File: config.mk
export PLATFORM = sky130hd
export DESIGN_NAME = mem_port_arbiter_flat
export DESIGN_NICKNAME = d
export VERILOG_FILES = /design/src/rtl/mem_port_arbiter_if.sv /design/src/rtl/mem_port_arbiter.sv /design/src/flat_wrapper.sv
export SDC_FILE = /design/constraint.sdc
export NUM_CORES = 1
export LEC_CHECK = 0
export CORE_ASPECT_RATIO = 1.4
export CORE_MARGIN = 8
export CORE_UTILIZATION = 22
export DETAILED_ROUTE_END_ITERATION = 10
export PLACE_DENSITY = 0.95
export SYNTH_ARGS = -nofsm -noshare
export SYNTH_HDL_FRONTEND = slang
export SYNTH_SLANG_ARGS = --single-unit
File: constraint.sdc
create_clock -name clk -period 3.55 [get_ports clk]
set_input_delay 0.355 -clock clk [delete_from_list [all_inputs] [get_ports clk]]
set_output_delay 0.355 -clock clk [all_outputs]
set_load 0.1 [all_outputs]
File: src/rtl/mem_port_arbiter_if.sv
// Bundle of requester-side and memory-side signals around the shared memory port.
// The arbiter uses the slave view; requesters and the memory model use the master view.
interface mem_port_arbiter_if #(
  parameter int NUM_REQ = 2,
  parameter int ADDR_W  = 64
);
  localparam int ID_W = (NUM_REQ > 1) ? $clog2(NUM_REQ) : 1;

  logic [NUM_REQ-1:0]             req_valid;
  logic [NUM_REQ-1:0][ADDR_W-1:0] req_addr;
  logic [NUM_REQ-1:0]             req_is_write;
  logic [NUM_REQ-1:0]             req_ready;
  logic [NUM_REQ-1:0]             req_done;
  logic                           mem_valid;
  logic [ADDR_W-1:0]              mem_addr;
  logic                           mem_is_write;
  logic                           mem_ready;
  logic                           mem_done;
  logic [ID_W-1:0]                grant_id;
  logic                           busy;

  modport slave (
    input  req_valid, req_addr, req_is_write, mem_ready, mem_done,
    output req_ready, req_done, mem_valid, mem_addr, mem_is_write, grant_id, busy
  );

  modport master (
    output req_valid, req_addr, req_is_write, mem_ready, mem_done,
    input  req_ready, req_done, mem_valid, mem_addr, mem_is_write, grant_id, busy
  );
endinterface

File: src/rtl/mem_port_arbiter.sv
// Single-outstanding arbiter for the main-memory port: starvation-protected fixed
// priority with round-robin fallback; the grant is held until the memory side completes.
//
// state     | meaning
// S_IDLE    | no owner; arbitrate among valid requesters
// S_ISSUE   | request presented to memory, waiting for mem_ready
// S_WAIT    | accepted by memory, waiting for mem_done
module mem_port_arbiter #(
  parameter int NUM_REQ      = 2,
  parameter int ADDR_W       = 64,
  parameter int PRIO_IDX     = 1,
  parameter int STARVE_LIMIT = 4
) (
  input logic               clk,
  input logic               rst,
  mem_port_arbiter_if.slave bus
);
  localparam int ID_W  = (NUM_REQ > 1) ? $clog2(NUM_REQ) : 1;
  localparam int CNT_W = $clog2(STARVE_LIMIT + 1);

  typedef enum logic [1:0] {S_IDLE, S_ISSUE, S_WAIT} state_e;

  state_e           state_q, state_d;
  logic [ID_W-1:0]  grant_q, grant_d;
  logic [ID_W-1:0]  last_q, last_d;
  logic [CNT_W-1:0] starve_q [NUM_REQ];
  logic [CNT_W-1:0] starve_d [NUM_REQ];

  logic             any_req;
  logic             starve_hit;
  logic [ID_W-1:0]  starve_id;
  logic [ID_W-1:0]  rr_id;
  logic [ID_W-1:0]  win_id;

  always_ff @(posedge clk or posedge rst) begin
    if (rst) begin
      state_q  <= S_IDLE;
      grant_q  <= '0;
      last_q   <= ID_W'(NUM_REQ - 1);
      starve_q <= '{default: '0};
    end else begin
      state_q  <= state_d;
      grant_q  <= grant_d;
      last_q   <= last_d;
      starve_q <= starve_d;
    end
  end

  // Descending scans let the lowest matching index overwrite earlier hits.
  always_comb begin
    int j;
    any_req    = |bus.req_valid;
    starve_hit = 1'b0;
    starve_id  = '0;
    rr_id      = '0;
    for (int i = NUM_REQ - 1; i >= 0; i--) begin
      if (bus.req_valid[i] && (starve_q[i] == CNT_W'(STARVE_LIMIT))) begin
        starve_hit = 1'b1;
        starve_id  = ID_W'(i);
      end
    end
    for (int k = NUM_REQ; k >= 1; k--) begin
      j = int'(last_q) + k;
      if (j >= NUM_REQ) j = j - NUM_REQ;
      if (bus.req_valid[j]) rr_id = ID_W'(j);
    end
    if (starve_hit)                  win_id = starve_id;
    else if (bus.req_valid[PRIO_IDX]) win_id = ID_W'(PRIO_IDX);
    else                             win_id = rr_id;
  end

  always_comb begin
    state_d  = state_q;
    grant_d  = grant_q;
    last_d   = last_q;
    starve_d = starve_q;
    case (state_q)
      S_IDLE: begin
        if (any_req) begin
          state_d = S_ISSUE;
          grant_d = win_id;
          last_d  = win_id;
          for (int i = 0; i < NUM_REQ; i++) begin
            if (ID_W'(i) == win_id)
              starve_d[i] = '0;
            else if (bus.req_valid[i] && (starve_q[i] != CNT_W'(STARVE_LIMIT)))
              starve_d[i] = starve_q[i] + CNT_W'(1);
          end
        end
      end
      S_ISSUE: if (bus.mem_ready) state_d = S_WAIT;
      S_WAIT:  if (bus.mem_done)  state_d = S_IDLE;
      default: state_d = S_IDLE;
    endcase
  end

  always_comb begin
    bus.req_ready    = '0;
    bus.req_done     = '0;
    bus.mem_valid    = (state_q == S_ISSUE);
    bus.busy         = (state_q != S_IDLE);
    bus.grant_id     = grant_q;
    bus.mem_addr     = bus.req_addr[grant_q];
    bus.mem_is_write = bus.req_is_write[grant_q];
    if (state_q == S_ISSUE && bus.mem_ready) bus.req_ready[grant_q] = 1'b1;
    if (state_q == S_WAIT  && bus.mem_done)  bus.req_done[grant_q]  = 1'b1;
  end

endmodule

File: src/flat_wrapper.sv
// flat-port wrapper written by rule: the top's interface ports become plain ports
module mem_port_arbiter_flat 
#(
  parameter int NUM_REQ      = 2,
  parameter int ADDR_W       = 64,
  parameter int PRIO_IDX     = 1,
  parameter int STARVE_LIMIT = 4
)
  (clk, rst, bus_req_valid, bus_req_addr, bus_req_is_write, bus_mem_ready, bus_mem_done, bus_req_ready, bus_req_done, bus_mem_valid, bus_mem_addr, bus_mem_is_write, bus_grant_id, bus_busy);
  mem_port_arbiter_if #(.NUM_REQ(NUM_REQ), .ADDR_W(ADDR_W)) bus_i ();
  input logic clk;
  input logic rst;
  input wire logic [$bits(bus_i.req_valid)-1:0] bus_req_valid;
  input wire logic [$bits(bus_i.req_addr)-1:0] bus_req_addr;
  input wire logic [$bits(bus_i.req_is_write)-1:0] bus_req_is_write;
  input wire logic [$bits(bus_i.mem_ready)-1:0] bus_mem_ready;
  input wire logic [$bits(bus_i.mem_done)-1:0] bus_mem_done;
  output wire logic [$bits(bus_i.req_ready)-1:0] bus_req_ready;
  output wire logic [$bits(bus_i.req_done)-1:0] bus_req_done;
  output wire logic [$bits(bus_i.mem_valid)-1:0] bus_mem_valid;
  output wire logic [$bits(bus_i.mem_addr)-1:0] bus_mem_addr;
  output wire logic [$bits(bus_i.mem_is_write)-1:0] bus_mem_is_write;
  output wire logic [$bits(bus_i.grant_id)-1:0] bus_grant_id;
  output wire logic [$bits(bus_i.busy)-1:0] bus_busy;
  assign bus_i.req_valid = bus_req_valid;
  assign bus_i.req_addr = bus_req_addr;
  assign bus_i.req_is_write = bus_req_is_write;
  assign bus_i.mem_ready = bus_mem_ready;
  assign bus_i.mem_done = bus_mem_done;
  assign bus_req_ready = bus_i.req_ready;
  assign bus_req_done = bus_i.req_done;
  assign bus_mem_valid = bus_i.mem_valid;
  assign bus_mem_addr = bus_i.mem_addr;
  assign bus_mem_is_write = bus_i.mem_is_write;
  assign bus_grant_id = bus_i.grant_id;
  assign bus_busy = bus_i.busy;
  mem_port_arbiter #(.NUM_REQ(NUM_REQ), .ADDR_W(ADDR_W), .PRIO_IDX(PRIO_IDX), .STARVE_LIMIT(STARVE_LIMIT)) u_core (.clk(clk), .rst(rst), .bus(bus_i));
endmodule
==> flow_metrics.py, run 1 <==
metrics = {
    "routing": {
        "vias": 1732,
        "firstDrtPassIters": 4,
        "drtIter0Drc": 18,
        "viasPerCell": 4.558,
        "wl_per_cell_um": 19.00,
        "drc_errors": 0,
        "ant_nets": 0,
        "routed_wl_um": 7219,
    },
    "global_routing": {
        "grt_pass1_wl_um": 10810,
        "grt_pass1_vias": 1879,
        "grt_max_degree": 45,
        "grt_use_total": 0.1766,
        "grt-ovfl-total": 0,
        "antenna_found_initial": 0,
    },
    "worst_setup_path": {
        "path_delay_family": "buffers and inverters",
        "cp_max_fo": 8,
        "r2r_slack_ns": 2.24,
        "arrival_ns": 2.15,
        "cpMaxStageDelayCell": "clkdlybuf4s50_1",
        "path_class": "flop to output pin",
        "path_buf_inv": 1,
        "slowest_delay_ns": 1.15,
        "startpoint_type": "flop",
        "crit_required_ns": 3.19,
        "path_cells": "nor2b_2, clkdlybuf4s50_1",
        "end_kind": "output pin",
    },
    "floorplanning": {
        "die_y_um": 100.8,
        "num_io_pins": 208,
        "num_rows": 31,
        "dieWidth_um": 76.60,
        "dieArea_um2": 7724,
        "core_um2": 5081,
        "initial_core_util": 0.2226,
    },
    "timing": {
        "slew_headroom": 0.3494,
        "worst_pin_slew_ns": 0.9729,
        "report.final.slew_viol_count": 0,
        "period_needed_ns": 2.503,
        "fin_skew_ns": 0.005477,
        "timing.final.ws_setup_ns": 1.047,
        "hold_violations": 0,
        "grt_setup_unrepaired": "false",
        "fin_crit_sh": 0.7050,
        "fin_tns_setup_ns": 0,
        "setup_violations": 0,
        "max_clock_freq_mhz": 399.5,
    },
    "run": {
        "maxCapViolCount": 0,
    },
    "yosys": {
        "synth_most_common_cell": "mux2_2",
        "synth_edf_count": 0,
        "avgSynthCellArea_um2": 10.19,
        "synthArstFlopShare": 1.000,
        "synth_top_cell_by_area": "mux2_2",
        "yosys-top-cells-area": "mux2_2, dfrtp_1, buf_2, ha_1, nand2_1",
        "synth_cells": 111,
        "syn-cell-area_um2": 1131,
        "syn_nets": 249,
        "synth_cell_types": 24,
        "synthTopCellsByCount": "mux2_2, buf_2, dfrtp_1, nand2_1, inv_1",
        "ys_ff_latch": 6,
        "ys_seq_area_frac": 0.1327,
        "yosys_warnings": 0,
        "synth_top_area_frac": 0.6471,
        "ys.flop_type": "dfrtp_1",
    },
    "cts": {
        "numCtsBuffers": 3,
        "root_buffer": "clkbuf_8",
        "post_cts_buffers": 0,
        "cts.sinks": 6,
        "cts_resized": 0,
        "clock_path_buffers": 2,
        "ctsHoldBuffers": 0,
        "insertion_delay_ns": 0.23,
        "h-tree-depth": 1,
        "cts_tree": "done",
        "path_clk_slew_ns": 0.04,
    },
    "placed_design": {
        "dp_hpwl_um": 6417,
        "dp_cells": 376,
        "portBuffers": 207,
        "gp_congestion": 0.8219,
        "dp_slack_ns": 1.296,
    },
    "power": {
        "power.total_mw": 3.352,
        "p_leak_nw": 1.329,
        "irDropWorstVdd_mv": 0.7467,
        "power-per-cell-area_nw_per_um2": 1068,
    },
    "worst_hold_path": {
        "hold_path_class": "primary input to async pin",
    },
    "finish": {
        "drive_gt1_frac": 0.4618,
        "fin_cells": 380,
        "fillers": 413,
        "syn_to_final_growth_pct": 177.4,
        "nets": 453,
        "diodes": 0,
    },
    "run_status": {
        "outcome": "finished clean",
    },
}
[where the power goes]
part | leakage, nW | switching (mW) | internal [mW]
sequential | 0.0755 | 0.0897 | 0.0968
clock | 0.0228 | 0.0330 | 0.0775
combinational | 1.23 | 2.25 | 0.800
[layer usage]
layer / vias up / wire, um / GRT usage
met5: - / 0 / 0
met4: 0 / 42 / 0.02823
met3: 4 / 695 / 0.07321
met2: 120 / 3760 / 0.3307
met1: 792 / 2721 / 0.1805
li1: 816 / - / -
[sequential cells by signal (all words and copies together), names as in the netlist]
register / cells
u_core.starve_q: 3
u_core.state_q: 2
u_core.bus.grant_id: 1
[metrics by stage]
step,instance area [um2],util,hold slack [ns]
6_report,3138,0.6176,0.3502
2_1_floorplan,1144,-,0.1460
3_3_place_gp,3093,0.6087,0.5531
5_1_grt,3138,0.6176,0.3737
3_5_place_dp,3093,0.6087,0.5859
4_1_cts,3138,0.6176,0.3592
[worst register-to-register path, stage by stage, from the launching register on]
cell and delay (ns):
dfrtp_1 0.34, inv_1 0.07, ha_1 0.21, or3b_1 0.36, a21oi_1 0.16, a41o_1 0.11
[worst paths after layout]
path                                                   endpoint  cells past startpoint                      startpoint
worst max-delay path                              bus_mem_valid                      2   u_core.state_q[0]$_DFFE_PP0P_
worst min-delay path              u_core.state_q[1]$_DFFE_PP0P_                      2                             rst
worst max register to register   u_core.starve_q[5]$_DFFE_PP0P_                      5  u_core.starve_q[3]$_DFFE_PP0P_
worst min register to register   u_core.starve_q[4]$_DFFE_PP0P_                      2  u_core.starve_q[4]$_DFFE_PP0P_
max in group asynchronous       u_core.bus.grant_id$_DFFE_PP0P_                      2                             rst
min in group clk                 u_core.starve_q[4]$_DFFE_PP0P_                      2  u_core.starve_q[4]$_DFFE_PP0P_
[cell usage in the layout (no fill, tap or decap)]
cell,synthesis,layout
nand4_1,1,1
inv_1,4,4
nor3b_2,0,1
nor2_1,2,2
nor2b_2,0,1
or2_4,1,1
nor3_2,0,1
nand2_1,6,6
buf_12,0,1
and3_1,1,1
nor3_1,2,1
o22ai_1,1,1
or3b_1,1,1
clkbuf_1,0,1
mux2_2,65,65
clkbuf_8,0,3
dfrtp_2,0,1
a41o_1,1,1
o2bb2ai_1,1,1
nor3b_4,1,1
ha_1,2,2
buf_4,0,70
a21oi_1,1,1
dfrtp_1,6,5
o21bai_1,1,1
o21ai_0,1,1
nand3_1,1,1
a211oi_1,1,1
clkdlybuf4s50_1,0,137
[area by class of cell]
cell class | instances | area (um2) | share of cell area
Clock buffer | 4 | 45.04 | 0.01435
Multi-Input combinational cell | 92 | 927.1 | 0.2955
Timing Repair Buffer | 208 | 1917 | 0.6108
Inverter | 4 | 15.01 | 0.004785
Tap cell | 66 | 82.58 | 0.02632
Sequential cell | 6 | 151.4 | 0.04825
[logic make-up (layout without fill, tap and decap cells)]
| logic type | after synthesis | in the layout | share of synthesized area |
|---|---|---|---|
| AOI/OAI and AO/OA | 7 | 7 | 0.04425 |
| DFF | 6 | 6 | 0.1327 |
| buffers and inverters | 13 | 216 | 0.05863 |
| and+or+nand+nor | 18 | 18 | 0.09515 |
| muxes | 65 | 65 | 0.6471 |
| adders and majority gates | 2 | 2 | 0.02212 |
No activity file was read; power rests on OpenSTA's default activity.
==> run 2: changes to the inputs <==
--- a/config.mk
+++ b/config.mk
@@ -7,9 +7,9 @@
 export LEC_CHECK = 0
 export CORE_ASPECT_RATIO = 1.4
 export CORE_MARGIN = 8
-export CORE_UTILIZATION = 22
+export CORE_UTILIZATION = 18
 export DETAILED_ROUTE_END_ITERATION = 10
-export PLACE_DENSITY = 0.95
+export PLACE_DENSITY = 0.88
 export SYNTH_ARGS = -nofsm -noshare
 export SYNTH_HDL_FRONTEND = slang
 export SYNTH_SLANG_ARGS = --single-unit
==> constraint.sdc (replaced) <==
create_clock -name clk -period 2.3 [get_ports clk]
set_input_delay 0.23 -clock clk [delete_from_list [all_inputs] [get_ports clk]]
set_output_delay 0.23 -clock clk [all_outputs]
set_load 0.1 [all_outputs]
==> run 2 against run 1 <==
Net effect: first-iteration DRC count decreased by 39%; critical path type unchanged; total power increased by 83%; sequential share of layout area decreased by 0.88 points; via count decreased by 0.29%; setup slack got worse by 0.54 ns; non-clock buffer count increased by 1; global-route usage decreased by 1.6 points; sequential power increased by 20%.
==> flow_metrics.py, run 2 (synthesis gave the netlist of run 1 again) <==
metrics = {
    "run_status": {
        "outcome": "finished clean",
    },
    "timing": {
        "max_clock_freq_mhz": 558.9,
        "grt_setup_unrepaired": "false",
        "worst_pin_slew_ns": 0.4129,
        "report.final.slew_viol_count": 0,
        "period_needed_ns": 1.789,
        "hold_violations": 0,
        "timing.final.ws_setup_ns": 0.5107,
        "slew_headroom": 0.7247,
        "fin_crit_sh": 0.7779,
        "fin_skew_ns": 0.001181,
        "setup_violations": 0,
    },
    "placed_design": {
        "dp_slack_ns": 0.7383,
        "portBuffers": 207,
        "dp_hpwl_um": 7072,
        "gp_congestion": 0.8076,
    },
    "finish": {
        "fillers": 479,
        "drive_gt1_frac": 0.4762,
        "top_register": "u_core.starve_q",
        "largest_reg_flops": 3,
        "post-route-util": 0.6221,
        "final_common_cell": "clkdlybuf4s50_1",
        "diodes": 0,
        "nets": 454,
        "syn_to_final_growth_pct": 239.3,
        "final_cell_mix": "clkdlybuf4s50_1, mux2_2, buf_12",
    },
    "power": {
        "p_leak_nw": 1.584,
        "irDropWorstVdd_mv": 1.274,
        "power-per-cell-area_nw_per_um2": 1594,
        "power.total_mw": 6.118,
    },
    "cts": {
        "numCtsBuffers": 3,
        "cts_resized": 0,
        "post_cts_buffers": 0,
        "ctsHoldBuffers": 0,
        "insertion_delay_ns": 0.22,
        "path_clk_slew_ns": 0.04,
        "root_buffer": "clkbuf_8",
        "clock_path_buffers": 2,
        "h-tree-depth": 1,
        "cts.sinks": 6,
        "cts_tree": "done",
    },
    "worst_setup_path": {
        "end_kind": "output pin",
        "r2r_cells": 5,
        "startpoint_type": "flop",
        "path_class": "flop to output pin",
        "arrival_ns": 1.56,
        "crit_required_ns": 2.07,
        "r2r_slack_ns": 0.99,
        "cp_max_fo": 27,
    },
    "global_routing": {
        "grt-ovfl-total": 0,
        "grt_max_degree": 45,
        "antenna_found_initial": 0,
        "grt_pass1_vias": 2125,
        "grt_pass1_wl_um": 11750,
        "grt_use_total": 0.1608,
    },
    "run": {
        "maxCapViolCount": 0,
    },
    "floorplanning": {
        "initial_core_util": 0.1834,
        "num_io_pins": 208,
        "core_um2": 6168,
        "num_rows": 34,
        "die_y_um": 109.8,
        "dieWidth_um": 83.00,
        "dieArea_um2": 9112,
    },
    "routing": {
        "firstDrtPassIters": 4,
        "ant_nets": 0,
        "drtIter0Drc": 11,
        "viasPerCell": 4.463,
        "drc_errors": 0,
        "routed_wl_um": 7784,
        "wl_per_cell_um": 20.11,
        "vias": 1727,
    },
    "worst_hold_path": {
        "hold_path_class": "primary input to async pin",
    },
}
-- run 2: metrics by stage --
step | hold WS [ns] | setup TNS [ns] | std cells | instance area [um2]
floorplan | 0.02096 | -0.2293 | 111 | 1170
global placement | 0.4569 | 0 | 383 | 3792
detailed placement | 0.4786 | 0 | 383 | 3792
CTS | 0.2430 | 0 | 387 | 3837
global route | 0.2526 | 0 | 387 | 3837
finish | 0.2326 | 0 | 387 | 3837
-- run 2: worst paths after layout --
| check | to | from |
|---|---|---|
| max in group asynchronous | u_core.bus.grant_id$_DFFE_PP0P_ | rst |
| min in group clk | u_core.starve_q[4]$_DFFE_PP0P_ | u_core.starve_q[4]$_DFFE_PP0P_ |
| hold / removal | u_core.starve_q[3]$_DFFE_PP0P_ | rst |
| setup / recovery | bus_mem_addr[10] | u_core.bus.grant_id$_DFFE_PP0P_ |
| setup reg to reg | u_core.starve_q[5]$_DFFE_PP0P_ | u_core.starve_q[3]$_DFFE_PP0P_ |
| hold reg to reg | u_core.starve_q[4]$_DFFE_PP0P_ | u_core.starve_q[4]$_DFFE_PP0P_ |
-- run 2: area by class of cell --
cell class / count / area (um2) / share of cell area
Timing Repair Buffer: 209 / 2582 / 0.6730
Tap cell: 72 / 90.09 / 0.02348
Inverter: 4 / 15.01 / 0.003913
Sequential cell: 6 / 151.4 / 0.03945
Clock buffer: 4 / 45.04 / 0.01174
Multi-Input combinational cell: 92 / 953.4 / 0.2485
-- run 2: power by group --
group          internal [mW]  total (mW)  switching, mW  leakage (nW)
Combinational           1.97        5.72           3.75          1.49
Sequential             0.151       0.224         0.0737        0.0755
Clock                  0.120       0.169         0.0495        0.0228
Total                   2.24        6.12           3.87          1.58
-- run 2: critical path, stage by stage, from the launching register on --
cell	delay (ns)
dfrtp_2	0.38
buf_4	0.33
mux2_2	0.39
buf_4	0.23
-- run 2: routing by layer --
layer,track usage,share of wire
met4,0.02267,0.0072
met5,0,0
met2,0.2858,0.50
met3,0.08895,0.13
met1,0.1662,0.36
==> run 3: changes to the inputs <==
--- a/config.mk
+++ b/config.mk
@@ -7,9 +7,9 @@
 export LEC_CHECK = 0
 export CORE_ASPECT_RATIO = 1.4
 export CORE_MARGIN = 8
-export CORE_UTILIZATION = 18
+export CORE_UTILIZATION = 20
 export DETAILED_ROUTE_END_ITERATION = 10
-export PLACE_DENSITY = 0.88
+export PLACE_DENSITY = 0.92
 export SYNTH_ARGS = -nofsm -noshare
 export SYNTH_HDL_FRONTEND = slang
 export SYNTH_SLANG_ARGS = --single-unit
==> constraint.sdc (replaced) <==
create_clock -name clk -period 1.85 [get_ports clk]
set_input_delay 0.185 -clock clk [delete_from_list [all_inputs] [get_ports clk]]
set_output_delay 0.185 -clock clk [all_outputs]
set_load 0.1 [all_outputs]
==> run 3 against run 2 <==
Net effect: first-iteration DRC count grew to 2.5 times the previous value; non-clock buffer count rose by 1; core utilization is 12 points higher; die area is 8.3% lower; final cell count down 0.78%; total power up 33%; sequential share of layout area is 0.18 points lower; worst hold slack lost 0.055 ns; clock skew is essentially flat.
==> flow_metrics.py, run 3 (synthesis gave the netlist of run 1 again) <==
metrics = {
    "run_status": {
        "outcome": "finished clean",
    },
    "floorplanning": {
        "dieArea_um2": 8352,
        "die_y_um": 105.0,
        "dieWidth_um": 79.56,
        "core_um2": 5485,
        "initial_core_util": 0.2062,
        "num_io_pins": 208,
        "num_rows": 32,
    },
    "placed_design": {
        "placed_area_um2": 4048,
        "dp_cells": 380,
        "dp_hpwl_um": 7658,
        "gp_congestion": 0.8719,
        "portBuffers": 207,
    },
    "global_routing": {
        "grt_pass1_vias": 2077,
        "grt_use_total": 0.1898,
        "grt_max_degree": 38,
        "grt_pass1_wl_um": 12260,
        "antenna_found_initial": 0,
        "grt-ovfl-total": 0,
    },
    "worst_hold_path": {
        "hold_path_class": "primary input to async pin",
    },
    "cts": {
        "path_clk_slew_ns": 0.04,
        "insertion_delay_ns": 0.22,
        "cts_tree": "done",
        "cts_resized": 0,
        "root_buffer": "clkbuf_8",
        "post_cts_buffers": 0,
        "ctsHoldBuffers": 0,
        "h-tree-depth": 1,
        "cts.sinks": 6,
        "clock_path_buffers": 2,
        "numCtsBuffers": 3,
    },
    "timing": {
        "report.final.slew_viol_count": 0,
        "slew_headroom": 0.7846,
        "worst_pin_slew_ns": 0.3231,
        "period_needed_ns": 1.670,
        "grt_setup_unrepaired": "false",
        "hold_slack_ns": 0.1777,
        "hold_violations": 0,
        "fin_crit_sh": 0.9025,
        "fin_tns_setup_ns": 0,
        "max_clock_freq_mhz": 598.9,
        "setup_violations": 0,
        "fin_skew_ns": 0.001204,
    },
    "finish": {
        "diodes": 0,
        "largest_reg_flops": 3,
        "nets": 455,
        "fillers": 341,
        "final_common_cell": "clkdlybuf4s50_1",
        "design_area_um2": 4093,
        "drive_gt1_frac": 0.4778,
        "final_cell_mix": "clkdlybuf4s50_1, buf_12, mux2_2",
        "top_register": "u_core.starve_q",
        "fin_cells": 384,
        "syn_to_final_growth_pct": 261.8,
        "seqCellArea_um2": 153.9,
        "multi_input_area_um2": 953.4,
    },
    "worst_setup_path": {
        "end_kind": "output pin",
        "path_class": "flop to output pin",
        "crit_required_ns": 1.66,
        "worstSetupEndpoint": "bus_mem_addr[61]",
        "startpoint_type": "flop",
        "arrival_ns": 1.48,
        "r2r_start": "u_core.starve_q[3]$_DFFE_PP0P_",
        "r2r_slack_ns": 0.51,
        "cp_max_fo": 37,
        "startpoint": "u_core.bus.grant_id$_DFFE_PP0P_",
        "timing.rr.end": "u_core.starve_q[5]$_DFFE_PP0P_",
        "r2r_cells": 5,
    },
    "routing": {
        "vias": 1765,
        "routed_wl_um": 8399,
        "firstDrtPassIters": 4,
        "ant_nets": 0,
        "viasPerCell": 4.596,
        "wl_per_cell_um": 21.87,
        "drtIter0Drc": 28,
        "drc_errors": 0,
    },
    "power": {
        "irDropWorstVdd_mv": 1.272,
        "power.total_mw": 8.124,
        "p_leak_nw": 1.680,
        "power-per-cell-area_nw_per_um2": 1985,
    },
    "run": {
        "maxCapViolCount": 0,
    },
}
## run 3: cell count changes in the layout (fill, tap and decap cells not counted), sizes merged
cell / before / now
buf: 74 / 75
## run 3: routing by layer
layer  vias to the layer above  wire length (um)  track usage
met5                         -                 0            0
met4                         0               181      0.05053
met2                       124              4637       0.3629
met1                       807              2643       0.1749
met3                        15               937      0.07719
li1                        819                 -            -
## run 3: layout make-up
type / count / area share
Sequential cell: 6 / 0.03760
Inverter: 4 / 0.003669
Tap cell: 68 / 0.02079
Multi-Input combinational cell: 92 / 0.2330
Clock buffer: 4 / 0.01101
Timing Repair Buffer: 210 / 0.6940
## run 3: stage by stage
| step | setup WS [ns] | util |
|---|---|---|
| 3_3_place_gp | 0.4187 | 0.7379 |
| 4_1_cts | 0.1779 | 0.7461 |
| 5_1_grt | 0.1454 | 0.7461 |
| 6_report | 0.1804 | 0.7461 |
| 3_5_place_dp | 0.3833 | 0.7379 |
| 2_1_floorplan | -0.07701 | - |
## run 3: worst min-delay path by stage
stage	slack [ns]	depth (start not counted)	end
4_1_cts	0.19	2	u_core.bus.grant_id$_DFFE_PP0P_
3_3_place_gp	0.41	2	u_core.state_q[1]$_DFFE_PP0P_
5_1_grt	0.21	2	u_core.bus.grant_id$_DFFE_PP0P_
6_report	0.18	2	u_core.bus.grant_id$_DFFE_PP0P_
3_5_place_dp	0.42	2	u_core.bus.grant_id$_DFFE_PP0P_
2_1_floorplan	-0.02	1	u_core.starve_q[3]$_DFFE_PP0P_
## run 3: power by group
part | switching (mW) | internal [mW] | leakage (nW)
clock | 0.0586 | 0.148 | 0.0228
sequential | 0.0805 | 0.193 | 0.0755
combinational | 4.77 | 2.87 | 1.58
total | 4.91 | 3.21 | 1.68
## run 3: critical path: stages (launching register included)
cell and delay [ns]:
dfrtp_4 0.43, buf_12 0.22, mux2_2 0.40, buf_12 0.17
